===== src/rtl/seq_mem_copy_pkg.sv =====
// Shared types and sizes for the register-file copy/fill engine.
// Latency: n/a (declarations only); backpressure: n/a.
package seq_mem_copy_pkg;

   typedef enum logic [2:0] {
      IDLE  = 3'd0,
      COPY  = 3'd1,
      DRAIN = 3'd2,
      FILL  = 3'd3,
      DONE  = 3'd4
   } state_t;

   typedef enum logic {
      OP_COPY = 1'b0,
      OP_FILL = 1'b1
   } op_t;

   localparam int AW     = 3;
   localparam int DW     = 8;
   localparam int MAXLEN = 8;

endpackage


===== src/rtl/seq_mem_copy_addr_gen.sv =====
// Loadable 3-bit address counter that wraps 7 -> 0; load has priority over increment.
// Latency: one cycle from load/inc to o_addr; no backpressure.
module seq_mem_copy_addr_gen
   import seq_mem_copy_pkg::*;
(
   input  logic          clk,
   input  logic          reset_n,
   input  logic          i_load,
   input  logic [AW-1:0] i_load_val,
   input  logic          i_inc,
   output logic [AW-1:0] o_addr
);

   logic [AW-1:0] r_addr;

   always_ff @(posedge clk or negedge reset_n) begin
      if (!reset_n) begin
         r_addr <= '0;
      end else if (i_load) begin
         r_addr <= i_load_val;
      end else if (i_inc) begin
         r_addr <= r_addr + AW'(1);
      end
   end

   assign o_addr = r_addr;

endmodule


===== src/rtl/seq_mem_8x8b_copy_engine.sv =====
// Ascending block COPY/FILL master for an 8x8 1r1w register file with write forwarding.
// Latency: COPY N+2 cycles, FILL N+1, len=0 one cycle to done; start is only taken in IDLE.
module seq_mem_8x8b_copy_engine #(
   parameter int NENTRIES = 8,
   parameter int DW       = 8
) (
   input  logic          clk,
   input  logic          reset_n,
   input  logic          start,
   input  logic          op,
   input  logic [2:0]    src_addr,
   input  logic [2:0]    dst_addr,
   input  logic [3:0]    len,
   input  logic [DW-1:0] fill_value,
   output logic          busy,
   output logic          done,
   output logic [2:0]    rf_read_addr,
   input  logic [DW-1:0] rf_read_data,
   output logic          rf_write_en,
   output logic [2:0]    rf_write_addr,
   output logic [DW-1:0] rf_write_data
);
   import seq_mem_copy_pkg::*;

   localparam logic [3:0] LEN_MAX = 4'(NENTRIES);

   state_t        r_state;
   state_t        w_state_nxt;
   logic [3:0]    r_cnt;
   logic [3:0]    r_len;
   logic [DW-1:0] r_fill;
   logic [DW-1:0] r_data;
   logic [3:0]    w_len_clamp;
   logic          w_load;
   logic          w_src_inc;
   logic          w_dst_inc;
   logic          w_last;
   logic [AW-1:0] w_src_addr;
   logic [AW-1:0] w_dst_addr;

   assign w_len_clamp = (len > LEN_MAX) ? LEN_MAX : len;
   assign w_last      = ((r_cnt + 4'd1) == r_len);

   seq_mem_copy_addr_gen u_src_gen (
      .clk        (clk),
      .reset_n    (reset_n),
      .i_load     (w_load),
      .i_load_val (src_addr),
      .i_inc      (w_src_inc),
      .o_addr     (w_src_addr)
   );

   seq_mem_copy_addr_gen u_dst_gen (
      .clk        (clk),
      .reset_n    (reset_n),
      .i_load     (w_load),
      .i_load_val (dst_addr),
      .i_inc      (w_dst_inc),
      .o_addr     (w_dst_addr)
   );

   always_ff @(posedge clk or negedge reset_n) begin
      if (!reset_n) begin
         r_state <= IDLE;
         r_cnt   <= '0;
         r_len   <= '0;
         r_fill  <= '0;
         r_data  <= '0;
      end else begin
         r_state <= w_state_nxt;
         if (w_load) begin
            r_cnt  <= '0;
            r_len  <= w_len_clamp;
            r_fill <= fill_value;
         end else if (r_state == COPY || r_state == FILL) begin
            r_cnt <= r_cnt + 4'd1;
         end
         if (r_state == COPY) begin
            r_data <= rf_read_data;
         end
      end
   end

   // COPY writes lag reads by one cycle; the register file forwards the
   // same-cycle write so an overlapping read still sees element k-1.
   always_comb begin
      w_state_nxt   = r_state;
      w_load        = 1'b0;
      w_src_inc     = 1'b0;
      w_dst_inc     = 1'b0;
      busy          = 1'b0;
      done          = 1'b0;
      rf_read_addr  = '0;
      rf_write_en   = 1'b0;
      rf_write_addr = '0;
      rf_write_data = '0;
      case (r_state)
         IDLE: begin
            if (start) begin
               w_load = 1'b1;
               if (w_len_clamp == 4'd0) begin
                  w_state_nxt = DONE;
               end else if (op_t'(op) == OP_FILL) begin
                  w_state_nxt = FILL;
               end else begin
                  w_state_nxt = COPY;
               end
            end
         end
         COPY: begin
            busy         = 1'b1;
            rf_read_addr = w_src_addr;
            w_src_inc    = 1'b1;
            if (r_cnt != 4'd0) begin
               rf_write_en   = 1'b1;
               rf_write_addr = w_dst_addr;
               rf_write_data = r_data;
               w_dst_inc     = 1'b1;
            end
            if (w_last) begin
               w_state_nxt = DRAIN;
            end
         end
         DRAIN: begin
            busy          = 1'b1;
            rf_write_en   = 1'b1;
            rf_write_addr = w_dst_addr;
            rf_write_data = r_data;
            w_state_nxt   = DONE;
         end
         FILL: begin
            busy          = 1'b1;
            rf_write_en   = 1'b1;
            rf_write_addr = w_dst_addr;
            rf_write_data = r_fill;
            w_dst_inc     = 1'b1;
            if (w_last) begin
               w_state_nxt = DONE;
            end
         end
         DONE: begin
            done        = 1'b1;
            w_state_nxt = IDLE;
         end
         default: begin
            w_state_nxt = IDLE;
         end
      endcase
   end

endmodule


===== config.mk =====
export PLATFORM = sky130hd
export DESIGN_NAME = seq_mem_8x8b_copy_engine
export DESIGN_NICKNAME = d
export VERILOG_FILES = /design/src/rtl/seq_mem_copy_pkg.sv /design/src/rtl/seq_mem_copy_addr_gen.sv /design/src/rtl/seq_mem_8x8b_copy_engine.sv
export SDC_FILE = /design/constraint.sdc
export NUM_CORES = 1
export LEC_CHECK = 0
export ABC_AREA = 1
export CORE_ASPECT_RATIO = 1.1
export CORE_UTILIZATION = 49
export DETAILED_ROUTE_END_ITERATION = 6
export PLACE_DENSITY_LB_ADDON = 0.08
export SYNTH_ARGS = -nofsm -noshare
export SYNTH_HDL_FRONTEND = slang
export SYNTH_HIERARCHICAL = 1
export SYNTH_SLANG_ARGS = --single-unit

===== constraint.sdc =====
create_clock -name clk -period 2.1 [get_ports clk]
set_clock_uncertainty 0.1 [all_clocks]
set_input_delay 0.42 -clock clk [delete_from_list [all_inputs] [get_ports clk]]
set_output_delay 0.42 -clock clk [all_outputs]
set_load 0.03 [all_outputs]

==> results.txt <==
Warnings, synthesis - 6
pin count of the biggest net entering global routing - 34
Final ANT Viol Nets - 0
final hold violation count - 0
die area - 4160 µm²
Core Area - 3680 µm²
Net Count, Synth - 280
Cell variety after synth - 23
Layout fillers - 321
reg2reg path depth - 12
relative slew slack - 70.7%
Tot Pwr - 0.00492 W
GRT overflow - 0
critical path data arrival time - 1590 ps
WP depth - 7
vias in the first global route - 1617
multi-input gate area in the final layout - 928 µm²
CTS tree - built
sw power - 0.00232 W
count leader, synth - nand2_1
Yosys reg bits - 33
Worst Path Buf+Inv - 3
final net count - 346
drt first pass iters - 4
HPWL Detailed - 2910 µm
all-layer global routing usage - 22.5%
CP endpoint kind - primary output
I/O Pins - 47
Longest Clk Path Bufs - 2
Pwr Density - 1830 nW/µm²
leakage power - 1.37 nW
Cells after Synth - 246
vias post-DR - 1746
min setup slack post-route - -12.6 ps
CTS hold repair buffers - 0
clk slew on worst S/H paths - 70 ps
crit-path max FO - 4
FFs w/ async S/R, synth - 100%
startpoint types - flop
die height - 67.5 µm
Die W - 61.6 µm
Skew-Pair Late Insertion Delay - 280 ps
Critical Path Sink - rf_write_data[0]
Port-buffer cells - 46
RSZ-0062 raised after global routing - true
Num CTS Buffers - 5
max incr delay on CP - 440 ps
crit path cell chain - inv_2, nand2_4, nor2_4, a22oi_4, buf_6, o21ai_2, buf_6
Worst Tran Pin Value - 439 ps
sw frac - 47.1%
Final setup violation count - 1
# clock sinks - 33
most common flop cell mapped by yosys - dfrtp_1
Sequential cell area - 828 µm²
Worst Setup Path Type - reg2out
max_cap viols - 0
status - finished, violations left
reg2reg setup slack - 340 ps
CP dominant cell by count - buf_6
reg-to-reg endpoint - r_state[2]
average routed wire per standard cell - 12.2 µm
H-Tree Depth - 2
DR DRC count - 0
FP Rows - 23
detailed-route wire length - 4440 µm
post-synth top area share - 43.2%
f_max - 473 MHz
power share of the clock group - 12.5%
CTS root buf - clkbuf_8
biggest area consumer among synthesized cells - dfrtp_1
Comb pwr share - 64.0%
period utilization - 101%
initial antenna violation count - 0
design internal power - 0.00260 W
initial DRC count - 96
gpl congestion - 0.791
vias per cell - 4.81
Seq pwr share - 23.6%
Max Slew Vio Count - 0
Crit Reg-Reg Startpoint - r_cnt[0]
starting density of the core - 51.9%
Req. time, crit path - 1580 ps
Synth Area per Inst - 7.77 µm²
main area contributors after synthesis - dfrtp_1 (43%), nand2_1 (16%), inv_1 (8.2%), nand3_1 (4.5%), o21ai_2 (3.7%)
setup slack at placement - 174 ps
delay-heaviest family, CP - flip-flops
Post-synth top cells - nand2_1 (82), inv_1 (42), dfrtp_1 (33)
Crit-path slowest cell - dfrtp_2
layout cells sized above 1 - 27.8%
synth-to-layout area growth - 40.5%
Peak VDD IR - 0.888 mV
Worst setup startpoint - r_state[2]
Hold Crit Class - reg2reg
Antenna Cells - 0
register area share after synthesis - 43.2%
TNS Setup - -12.6 ps
Tmin final - 2110 ps
Post-synth EDFFs - 0
global-route wire length before repair - 6680 µm
Post-Syn Area - 1910 µm²
violated checks - setup timing
[layout by cell type (no fill, tap or decap), types with 2 or more instances in the layout]
master,count
nand2_1,82
inv_1,38
dfrtp_1,31
clkdlybuf4s50_1,29
buf_4,22
nand3_1,16
o21ai_2,14
nor2_1,12
buf_6,9
inv_2,8
clkbuf_8,6
nand2_4,5
nor2_4,5
nor2_2,5
o21ai_0,4
nand4_1,3
o22ai_1,3
ha_1,3
inv_4,2
dfrtp_2,2
a21oi_2,2
[worst min-delay path by stage]
stage | start | to | slack, ps | cells past startpoint
3_5_place_dp | r_fill[2] | r_fill[2] | 360 | 2
6_report | r_fill[6] | r_fill[6] | 380 | 2
2_1_floorplan | reset_n | r_cnt[0] | 20 | 0
3_3_place_gp | r_fill[6] | r_fill[6] | 360 | 2
4_1_cts | r_fill[2] | r_fill[2] | 380 | 2
5_1_grt | r_fill[4] | r_fill[4] | 400 | 2
[metal layers]
| layer | GRT usage [%] | vias up | wire [µm] |
|---|---|---|---|
| met5 | 0 | - | 0 |
| met4 | 10.0 | 0 | 81 |
| met3 | 5.56 | 8 | 208 |
| met2 | 39.9 | 52 | 2310 |
| met1 | 24.7 | 801 | 1850 |
| li1 | - | 885 | - |
[area by class of cell]
cell class	instances	area share [%]
multi-input cells	163	34.6
inverters	48	6.89
flip-flops and latches	33	30.8
repair buffers	61	21.1
well taps	50	2.33
clock inverters	1	1.12
clock buffers	7	3.21
[cell families (layout without fill, tap and decap cells)]
kind of cell | count (synthesis) | in the layout | share of synthesized area [%]
simple gates | 129 | 130 | 31.0
buf+inv | 51 | 117 | 12.0
flops | 33 | 33 | 43.2
compound gates | 29 | 29 | 11.1
fa+ha+maj | 4 | 4 | 2.62
[stage by stage]
step                      instances  area [µm²]  utilization (%)  hold slack [ps]
after floorplan                 246        1910                -             24.4
after global placement          343        2380             64.6              363
after detailed placement        343        2380             64.6              365
after CTS                       356        2560             69.5              384
after global routing            363        2690             72.9              404
final                           363        2690             72.9              379
[flip-flops by register name, indices dropped and copies added (netlist names)]
register / flops
u_src_gen/o_addr: 3
r_state: 3
r_data: 8
r_cnt: 4
u_dst_gen/o_addr: 3
r_fill: 8
r_len: 4
[timing repair]
action	CTS	global route
cloned	1	0
gates resized for setup	15	22
buffers inserted	4	8
setup endpoints to repair	13	14
pin swaps	3	4
[power groups by stage]
stage          Clock, W  Sequential (W)  Combinational [W]
2_1_floorplan         0         0.00114            0.00200
6_report       0.000615         0.00116            0.00315
3_3_place_gp          0         0.00116            0.00259
5_1_grt        0.000651         0.00119            0.00347
4_1_cts        0.000635         0.00115            0.00282
3_5_place_dp          0         0.00117            0.00263
[tightest hold or removal path: stages, from the launching register on]
cell	delay [ps]
dfrtp_1	340
nand2_1	50
nand2_1	50
No activity file was read; power rests on OpenSTA's default activity.
